$ cat src/rtl/cv_key_matrix.sv
// Scan-code/joystick to 4x8 PIA key matrix: PS/2 set-2 decoder, joystick synchronizers
// and registered column readback. Optional joystick debounce via `CV_KEY_DEBOUNCE_EN.
module cv_key_matrix #(
  parameter logic [15:0] DEBOUNCE_CYCLES = 16'd1024,
  parameter logic [15:0] PREFIX_TIMEOUT  = 16'd50000
) (
  input  logic        clk,
  input  logic        reset,
  input  logic [7:0]  kbd_data,
  input  logic        kbd_valid,
  input  logic [6:0]  joy1,
  input  logic [6:0]  joy2,
  input  logic [7:0]  pa_in,
  output logic [7:0]  pb_out,
  output logic [31:0] key_state
);

  typedef enum logic [1:0] {
    ST_IDLE    = 2'd0,
    ST_BRK     = 2'd1,
    ST_EXT     = 2'd2,
    ST_EXT_BRK = 2'd3
  } state_t;

  state_t      state_q, state_d;
  logic [15:0] tmo_q, tmo_d;
  logic [31:0] kbd_q, kbd_d;
  logic [13:0] sync1_q, sync1_d, sync2_q, sync2_d;
  logic [13:0] joy_eff;
  logic [7:0]  pb_q, pb_d;
  logic        key_we, key_set, key_ext;

  // One-hot matrix bit for a scan code; zero when the code is unmapped.
  function automatic logic [31:0] key_mask(input logic ext, input logic [7:0] code);
    logic [31:0] m;
    m = 32'd0;
    if (ext) begin
      case (code)
        8'h72:   m[1] = 1'b1;
        8'h74:   m[2] = 1'b1;
        8'h75:   m[3] = 1'b1;
        8'h6B:   m[5] = 1'b1;
        default: m = 32'd0;
      endcase
    end else begin
      case (code)
        8'h16: m[8]  = 1'b1;   8'h1E: m[9]  = 1'b1;
        8'h26: m[10] = 1'b1;   8'h25: m[11] = 1'b1;
        8'h2E: m[12] = 1'b1;   8'h36: m[13] = 1'b1;
        8'h3D: m[14] = 1'b1;   8'h3E: m[15] = 1'b1;
        8'h46: m[24] = 1'b1;   8'h45: m[25] = 1'b1;
        8'h15: m[26] = 1'b1;   8'h1D: m[27] = 1'b1;
        8'h24: m[28] = 1'b1;   8'h2D: m[29] = 1'b1;
        8'h2C: m[30] = 1'b1;   8'h35: m[31] = 1'b1;
        default: m = 32'd0;
      endcase
    end
    return m;
  endfunction

  function automatic logic [7:0] joy_row(input logic [6:0] j);
    return {j[5], 1'b0, j[1], 1'b0, j[3], j[0], j[2], 1'b0};
  endfunction

  function automatic logic [7:0] pad_row(input logic [6:0] j);
    return {j[4], j[6], 3'b000, j[6], 2'b00};
  endfunction

  // Decoder state register.
  always_ff @(posedge clk) begin
    if (reset) state_q <= ST_IDLE;
    else       state_q <= state_d;
  end

  // Decoder next state, including the stale-prefix timeout.
  always_comb begin
    state_d = state_q;
    if (kbd_valid) begin
      case (state_q)
        ST_IDLE:    state_d = (kbd_data == 8'hF0) ? ST_BRK :
                              (kbd_data == 8'hE0) ? ST_EXT : ST_IDLE;
        ST_EXT:     state_d = (kbd_data == 8'hF0) ? ST_EXT_BRK : ST_IDLE;
        ST_BRK:     state_d = ST_IDLE;
        ST_EXT_BRK: state_d = ST_IDLE;
        default:    state_d = ST_IDLE;
      endcase
    end else if ((state_q != ST_IDLE) && (tmo_q == PREFIX_TIMEOUT - 16'd1)) begin
      state_d = ST_IDLE;
    end else begin
      state_d = state_q;
    end
  end

  // Decoder outputs: which matrix write, if any, this byte performs.
  always_comb begin
    key_we  = 1'b0;
    key_set = 1'b0;
    key_ext = 1'b0;
    if (kbd_valid) begin
      case (state_q)
        ST_IDLE: begin
          key_we  = (kbd_data != 8'hF0) && (kbd_data != 8'hE0);
          key_set = 1'b1;
        end
        ST_EXT: begin
          key_we  = (kbd_data != 8'hF0);
          key_set = 1'b1;
          key_ext = 1'b1;
        end
        ST_BRK:     key_we = 1'b1;
        ST_EXT_BRK: begin
          key_we  = 1'b1;
          key_ext = 1'b1;
        end
        default: key_we = 1'b0;
      endcase
    end else begin
      key_we = 1'b0;
    end
  end

  // Matrix, timeout and synchronizer next values; timeout only runs while a prefix is pending.
  always_comb begin
    kbd_d = kbd_q;
    if (key_we) begin
      if (key_set) kbd_d = kbd_q | key_mask(key_ext, kbd_data);
      else         kbd_d = kbd_q & ~key_mask(key_ext, kbd_data);
    end else begin
      kbd_d = kbd_q;
    end
    if (kbd_valid || (state_q == ST_IDLE) || (tmo_q == PREFIX_TIMEOUT - 16'd1)) tmo_d = 16'd0;
    else                                                                         tmo_d = tmo_q + 16'd1;
    sync1_d = {joy2, joy1};
    sync2_d = sync1_q;
  end

  // Keyboard matrix, timeout counter and joystick synchronizers.
  always_ff @(posedge clk) begin
    if (reset) begin
      kbd_q   <= 32'd0;
      tmo_q   <= 16'd0;
      sync1_q <= 14'd0;
      sync2_q <= 14'd0;
    end else begin
      kbd_q   <= kbd_d;
      tmo_q   <= tmo_d;
      sync1_q <= sync1_d;
      sync2_q <= sync2_d;
    end
  end

`ifdef CV_KEY_DEBOUNCE_EN
  logic [15:0] deb_cnt_q [14];
  logic [15:0] deb_cnt_d [14];
  logic [13:0] deb_acc_q, deb_acc_d;

  // A bit is accepted once it has disagreed with the accepted value for DEBOUNCE_CYCLES samples.
  always_comb begin
    deb_acc_d = deb_acc_q;
    for (int i = 0; i < 14; i++) begin
      deb_cnt_d[i] = 16'd0;
      if (sync2_q[i] != deb_acc_q[i]) begin
        if (deb_cnt_q[i] >= DEBOUNCE_CYCLES - 16'd1) deb_acc_d[i] = sync2_q[i];
        else                                          deb_cnt_d[i] = deb_cnt_q[i] + 16'd1;
      end else begin
        deb_cnt_d[i] = 16'd0;
      end
    end
  end

  // Debounce state.
  always_ff @(posedge clk) begin
    if (reset) begin
      deb_acc_q <= 14'd0;
      for (int i = 0; i < 14; i++) deb_cnt_q[i] <= 16'd0;
    end else begin
      deb_acc_q <= deb_acc_d;
      for (int i = 0; i < 14; i++) deb_cnt_q[i] <= deb_cnt_d[i];
    end
  end

  assign joy_eff = deb_acc_q;
  logic unused_pa;
  assign unused_pa = ^pa_in[7:4];
`else
  assign joy_eff = sync2_q;
  logic unused_cfg;
  assign unused_cfg = ^{pa_in[7:4], DEBOUNCE_CYCLES};
`endif

  assign key_state = kbd_q | {pad_row(joy_eff[13:7]), joy_row(joy_eff[13:7]),
                              pad_row(joy_eff[6:0]),  joy_row(joy_eff[6:0])};

  // Column readback: wired-AND of every selected row's active-low columns.
  always_comb begin
    pb_d = 8'hFF;
    for (int r = 0; r < 4; r++) begin
      if (!pa_in[r]) pb_d = pb_d & ~key_state[8*r +: 8];
      else           pb_d = pb_d;
    end
  end

  // Registered port B.
  always_ff @(posedge clk) begin
    if (reset) pb_q <= 8'hFF;
    else       pb_q <= pb_d;
  end

  assign pb_out = pb_q;

endmodule

$ cat config.mk
export PLATFORM = sky130hd
export DESIGN_NAME = cv_key_matrix
export DESIGN_NICKNAME = d
export VERILOG_FILES = /design/src/rtl/cv_key_matrix.sv
export SDC_FILE = /design/constraint.sdc
export NUM_CORES = 1
export LEC_CHECK = 0
export CAP_MARGIN = 20
export CELL_PAD_IN_SITES_DETAIL_PLACEMENT = 0
export CELL_PAD_IN_SITES_GLOBAL_PLACEMENT = 1
export CORE_AREA = 4 4 101 103
export DETAILED_ROUTE_END_ITERATION = 8
export DIE_AREA = 0 0 105 107
export PLACE_DENSITY_LB_ADDON = 0.1
export SYNTH_ARGS = -nofsm -noshare
export SYNTH_HDL_FRONTEND = slang
export SYNTH_SLANG_ARGS = --single-unit
$ cat constraint.sdc
create_clock -name clk -period 5.7 [get_ports clk]
set_clock_uncertainty 0.15 [all_clocks]
set_input_delay 0.855 -clock clk [delete_from_list [all_inputs] [get_ports clk]]
set_output_delay 0.855 -clock clk [all_outputs]
set_load 0.01 [all_outputs]
==> results of run 1 <==
-- cells in the final DEF (no fill, tap or decap), drive strengths merged, types with 2 or more instances in the layout --
cell           synthesis  routed
a21o                   3       3
a222oi                 3       3
a22o                   3       3
a22oi                  4       4
buf                   29       2
clkbuf                 7      10
clkdlybuf4s50          0      61
clkinv                 0       3
conb                   1       6
dfxtp                 74      74
inv                   12      13
mux2i                 20      20
nand2                 14      14
nand2b                11      11
nand3                  6       6
nand3b                 2       2
nand4                  3       3
nand4b                 4       4
nor2                  41      41
nor2b                 28      28
nor3                  16      16
nor3b                  3       3
nor4                  10      10
nor4b                  2       2
o41ai                  2       2
or2                   11      11
or3                    4       4
or4b                   2       2
xnor2                 12      12
-- worst min-delay path by stage --
stage,endpoint,start
after floorplan,joy_eff[0],sync1_q[0]
after global placement,joy_eff[12],sync1_q[12]
after detailed placement,joy_eff[5],sync1_q[5]
after CTS,joy_eff[8],sync1_q[8]
after global routing,joy_eff[7],sync1_q[7]
final,joy_eff[5],sync1_q[5]
-- power by group --
part | leakage [nW] | switching [mW] | internal [mW]
sequential | 0.603 | 0.00310 | 0.528
clock | 0.102 | 0.191 | 0.211
combinational | 0.683 | 0.0391 | 0.0419
total | 1.39 | 0.233 | 0.781
-- final cells by class --
type,instances,area (um2),area share
timing repair buffer,63,623,0.159
tap,111,139,0.0355
sequential,74,1480,0.379
clock inverter,5,53.8,0.0138
clock buffer,10,138,0.0352
multi-input combinational,223,1430,0.366
inverter,12,45.0,0.0115
-- worst max-delay path, delay by kind of cell --
family | cells | cell delay (ns)
buffers and inverters | 1 | 0.67
multiplexers | 1 | 0.23
AND/OR/NAND/NOR | 3 | 1.07
-- kinds of logic after synthesis --
kind of cell,share of synthesized area
muxes,0.0631
and+or+nand+nor,0.280
AOI/OAI and AO/OA,0.0620
buffers and inverters,0.0868
xor gates and xnor gates,0.0359
DFF,0.467
adders and majority gates,0.00395
other,0.00118
-- metrics by stage --
stage / setup WS (ns) / instances / instance area (um2) / hold WS [ns] / utilization
floorplan: 3.34 / 345 / 3190 / 0.264 / -
global placement: 2.64 / 483 / 3720 / 0.266 / 0.405
detailed placement: 2.61 / 483 / 3720 / 0.270 / 0.405
CTS: 2.98 / 498 / 3910 / 0.290 / 0.425
global route: 2.80 / 498 / 3910 / 0.310 / 0.425
finish: 2.94 / 498 / 3910 / 0.286 / 0.425
-- metal layers --
| metal | GRT usage | vias to the layer above |
|---|---|---|
| met5 | 0 | - |
| met1 | 0.184 | 1069 |
| met4 | 0.0534 | 0 |
| li1 | - | 1219 |
| met2 | 0.188 | 59 |
| met3 | 0.0373 | 9 |
==> flow_summary.yaml, run 1 <==
clock_tree:
  clk_latency_ns: 0.34
  cts_resized: 0
  postCtsHoldBufs: 0
  cts_max_path_buffers: 2
  h-tree-depth: 3
  path_clk_slew_ns: 0.08
  cts-root-buf: "clkbuf_8"
  tritoncts: "done"
  tritoncts.num_buffers: 9
  cts_setup_buffers: 0
  cts_sinks: 74
sta:
  rsz0062_at_grt: "false"
  max_freq_mhz: 362
  max_slew_margin: 0.369
  hold_viol_final: 0
  drv_slew: 0
  fin_crit_ns: 2.76
  worst_pin_slew_ns: 0.943
  final-setup-viol-count: 0
  final.setup.tns_ns: 0
  min_period_over_period: 0.484
placed_design:
  gp_congestion: 0.749
  hpwl_mm: 4.94
  io_buffers: 62
setup_path:
  arrival_ns: 2.83
  critPathLaunchType: "input pin"
  slowest_stage: "clkdlybuf4s50_1"
  worstPathCellList: "clkdlybuf4s50_1 -> nor4bb_1 -> nor4b_1 -> mux2i_1 -> nor2_1"
  cp.required_ns: 5.77
  crit_type: "input pin to flip-flop"
  slowest_delay_ns: 0.67
  reg2regPathDepth: 5
  timing.rr.start: "tmo_q[0]"
  end_kind: "flip-flop"
  regToRegEndpoint: "tmo_q[12]"
  crit_fanout: 10
  rrSetupSlack_ns: 3.61
  crit_path_start: "kbd_data[2]"
route:
  m1WireLength_mm: 3.55
  highest_layer: "met4"
  drtPass1Iterations: 4
  ant_nets: 0
  route.vias.total: 2356
  wl_met3_um: 429
  wl_per_cell_um: 14.2
  routed_wl_mm: 7.08
  drc: 0
  drtIter0Drc: 120
  vias_per_cell: 4.73
  met2_length_mm: 2.98
run:
  maxCapViolCount: 0
global_route:
  grt-ovfl-total: 0
  track_usage: 0.131
  grt_pass1_wl_mm: 11.7
  grt_max_degree: 62
  antenna_found_initial: 0
  grt_pass1_vias: 2247
pwr:
  irDropWorstVdd_v: 0.0000971
  power_mw: 1.01
  cellLeakagePower_nw: 1.39
  p_per_area_nw_per_um2: 259
synthesis:
  synth_edf_count: 0
  postSynthCellCount: 340
  synth_area_um2: 3170
  yosys_warnings: 0
  synth_top_area_frac: 0.467
  synth_top_cell_by_area: "dfxtp_1"
  synth_area_leaders: "dfxtp_1 47%, mux2i_1 6.3%, nor2b_1 5.5%"
  syn-mean-instance-area_um2: 9.33
  synth.yosys.seq_area_share: 0.467
  synth_most_common_cell: "dfxtp_1"
  synth_ff_type: "dfxtp_1"
  synth.distinct_cells: 45
  ys_top_cells_by_count: "74 x dfxtp_1, 41 x nor2_1, 28 x nor2b_1"
  synth-async-reset-ratio: 0
  ys_ff_latch: 74
floorplan:
  initial_core_util: 0.345
  rows: 35
  die_y_um: 107
  io-pin-count: 73
  core_area_um2: 9200
  die_w_um: 105
  die-area_um2: 11200
min_path:
  holdPathStages: 1
  min_path_type: "flip-flop to flip-flop"
layout:
  area_delta_synth_final_pct: 23.4
  layout.nets: 417
  fill_cells: 946
  diodes: 0
  drive_above_1_share: 0.0853
run_status:
  status: "finished, final reports clean"
No activity file was read; power rests on OpenSTA's default activity.
==> run 2, diff against run 1 <==
CORE_AREA = 4 4 102 104   (was 4 4 101 103)
DIE_AREA = 0 0 106 108   (was 0 0 105 107)
clock period = 2.3 ns   (was 5.7 ns; I/O delays follow)
==> run 2 against run 1 <==
Setup slack lost 2.6 ns. Register-to-register slack lost 3.2 ns. Worst hold slack got worse by 0.12 ns. Largest cell class unchanged.
==> flow_summary.yaml, run 2 (synthesis results as in run 1) <==
run_status:
  status: "finished, final reports clean"
sta:
  hold_viol_final: 0
  max_freq_mhz: 500
  min_period_over_period: 0.869
  worst_slack_ns: 0.301
  drv_slew: 0
  final-setup-viol-count: 0
  rsz0062_at_grt: "false"
  fin_crit_ns: 2.00
layout:
  drive_above_1_share: 0.130
  layout.nets: 438
  final_cell_area_um2: 4090
  area_delta_synth_final_pct: 29.0
  fill_cells: 981
  layout_commonest_cell: "dfxtp_1"
  diodes: 0
  mostFrequentLayoutCells: "74 x dfxtp_1, 61 x clkdlybuf4s50_1, 41 x nor2_1"
clock_tree:
  cts-root-buf: "clkbuf_8"
  cts_setup_buffers: 0
  clk_latency_ns: 0.34
  postCtsHoldBufs: 0
  path_clk_slew_ns: 0.08
  cts_max_path_buffers: 2
  cts_sinks: 74
  cts_resized: 0
  h-tree-depth: 3
  tritoncts.num_buffers: 9
  tritoncts: "done"
pwr:
  p_int_mw: 1.92
  p_sw_frac: 0.230
  irDropWorstVdd_v: 0.000314
  cellLeakagePower_nw: 1.48
  seqPwrFrac: 0.527
  power_frac_clock: 0.385
  combPwrFrac: 0.088
  p_per_area_nw_per_um2: 610
  switchingPower_mw: 0.575
route:
  wl_per_cell_um: 13.2
  drtIter0Drc: 101
  route.vias.total: 2414
  drtPass1Iterations: 4
  drc: 0
  vias_per_cell: 4.46
  routed_wl_mm: 7.15
  ant_nets: 0
global_route:
  grt_pass1_wl_mm: 11.4
  grt-ovfl-total: 0
  antenna_found_initial: 0
  grt_max_degree: 30
  grt_pass1_vias: 2241
  track_usage: 0.128
setup_path:
  crit_fanout: 2
  cp.required_ns: 1.80
  crit_type: "flip-flop to output port"
  arrival_ns: 1.50
  critPathLaunchType: "flip-flop"
  end_kind: "output port"
floorplan:
  die_y_um: 108
  die-area_um2: 11400
  die_w_um: 106
  rows: 36
  core_area_um2: 9550
  io-pin-count: 73
  initial_core_util: 0.332
min_path:
  min_path_type: "input pin to flip-flop"
placed_design:
  placed_cell_area_um2: 3910
  io_buffers: 62
  pre_cts_ws_ns: -0.0639
  gp_congestion: 0.771
  hpwl_mm: 5.31
run:
  maxCapViolCount: 0
[run 2: changes by cell type in the layout (fill, tap and decap cells not counted)]
cell        before  now
buf_4            1   22
clkbuf_8        10    9
clkinv_4         0    1
clkinvlp_4       0    1
inv_6            1    0
clkinv_2         3    2
clkbuf_1         0    1
[run 2: final timing paths]
| kind | startpoint | slack [ns] | endpoint | depth (start not counted) |
|---|---|---|---|---|
| max | flip-flop | 0.30 | key_state[1] | 2 |
| min | reset | 0.17 | state_q[1] | 2 |
| max reg2reg | tmo_q[11] | 0.38 | tmo_q[12] | 4 |
| min reg2reg | sync1_q[10] | 0.29 | joy_eff[10] | 1 |
[run 2: layout make-up]
class / count / area (um2) / area share
repair buffers: 84 / 781 / 0.191
multi-input cells: 223 / 1430 / 0.350
well taps: 133 / 166 / 0.0407
clock buffers: 10 / 128 / 0.0312
clock inverters: 5 / 56.3 / 0.0138
inverters: 12 / 45.0 / 0.0110
flip-flops and latches: 74 / 1480 / 0.362
[run 2: metal layers]
layer	GRT usage	wire length, um	part of all wire	vias up
met4	0.0500	79	0.011	0
met2	0.195	3190	0.45	45
li1	-	-	-	1254
met1	0.169	3500	0.49	1108
met5	0	0	0	-
met3	0.0412	371	0.052	7
[run 2: critical path, stage by stage, from the launching register on]
cell and delay, ns:
dfxtp_1 0.33, or2_2 0.33, clkdlybuf4s50_1 0.50
[run 2: through the flow]
stage / setup TNS (ns) / hold WS [ns] / util / std cells / total power [mW]
final: 0 / 0.167 / 0.428 / 541 / 2.49
after global routing: 0 / 0.170 / 0.428 / 541 / 2.61
after CTS: 0 / 0.151 / 0.428 / 541 / 2.54
after detailed placement: -0.126 / 0.270 / 0.409 / 526 / 1.57
after global placement: -0.116 / 0.265 / 0.409 / 526 / 1.57
after floorplan: 0 / 0.264 / - / 345 / 1.45
[run 2: power groups by stage]
stage	logic, mW	registers (mW)	clock network (mW)
2_1_floorplan	0.109	1.34	0
3_5_place_dp	0.221	1.35	0
5_1_grt	0.239	1.32	1.05
3_3_place_gp	0.220	1.34	0
4_1_cts	0.222	1.32	1.01
6_report	0.219	1.32	0.960
==> run 3, diff against run 2 <==
CAP_MARGIN = not set   (was 20)
CTS_CLUSTER_SIZE = 30   (was not set)
==> results of run 3 <==
Same layout as run 2: the final DEF is identical, and so are final timing and power.
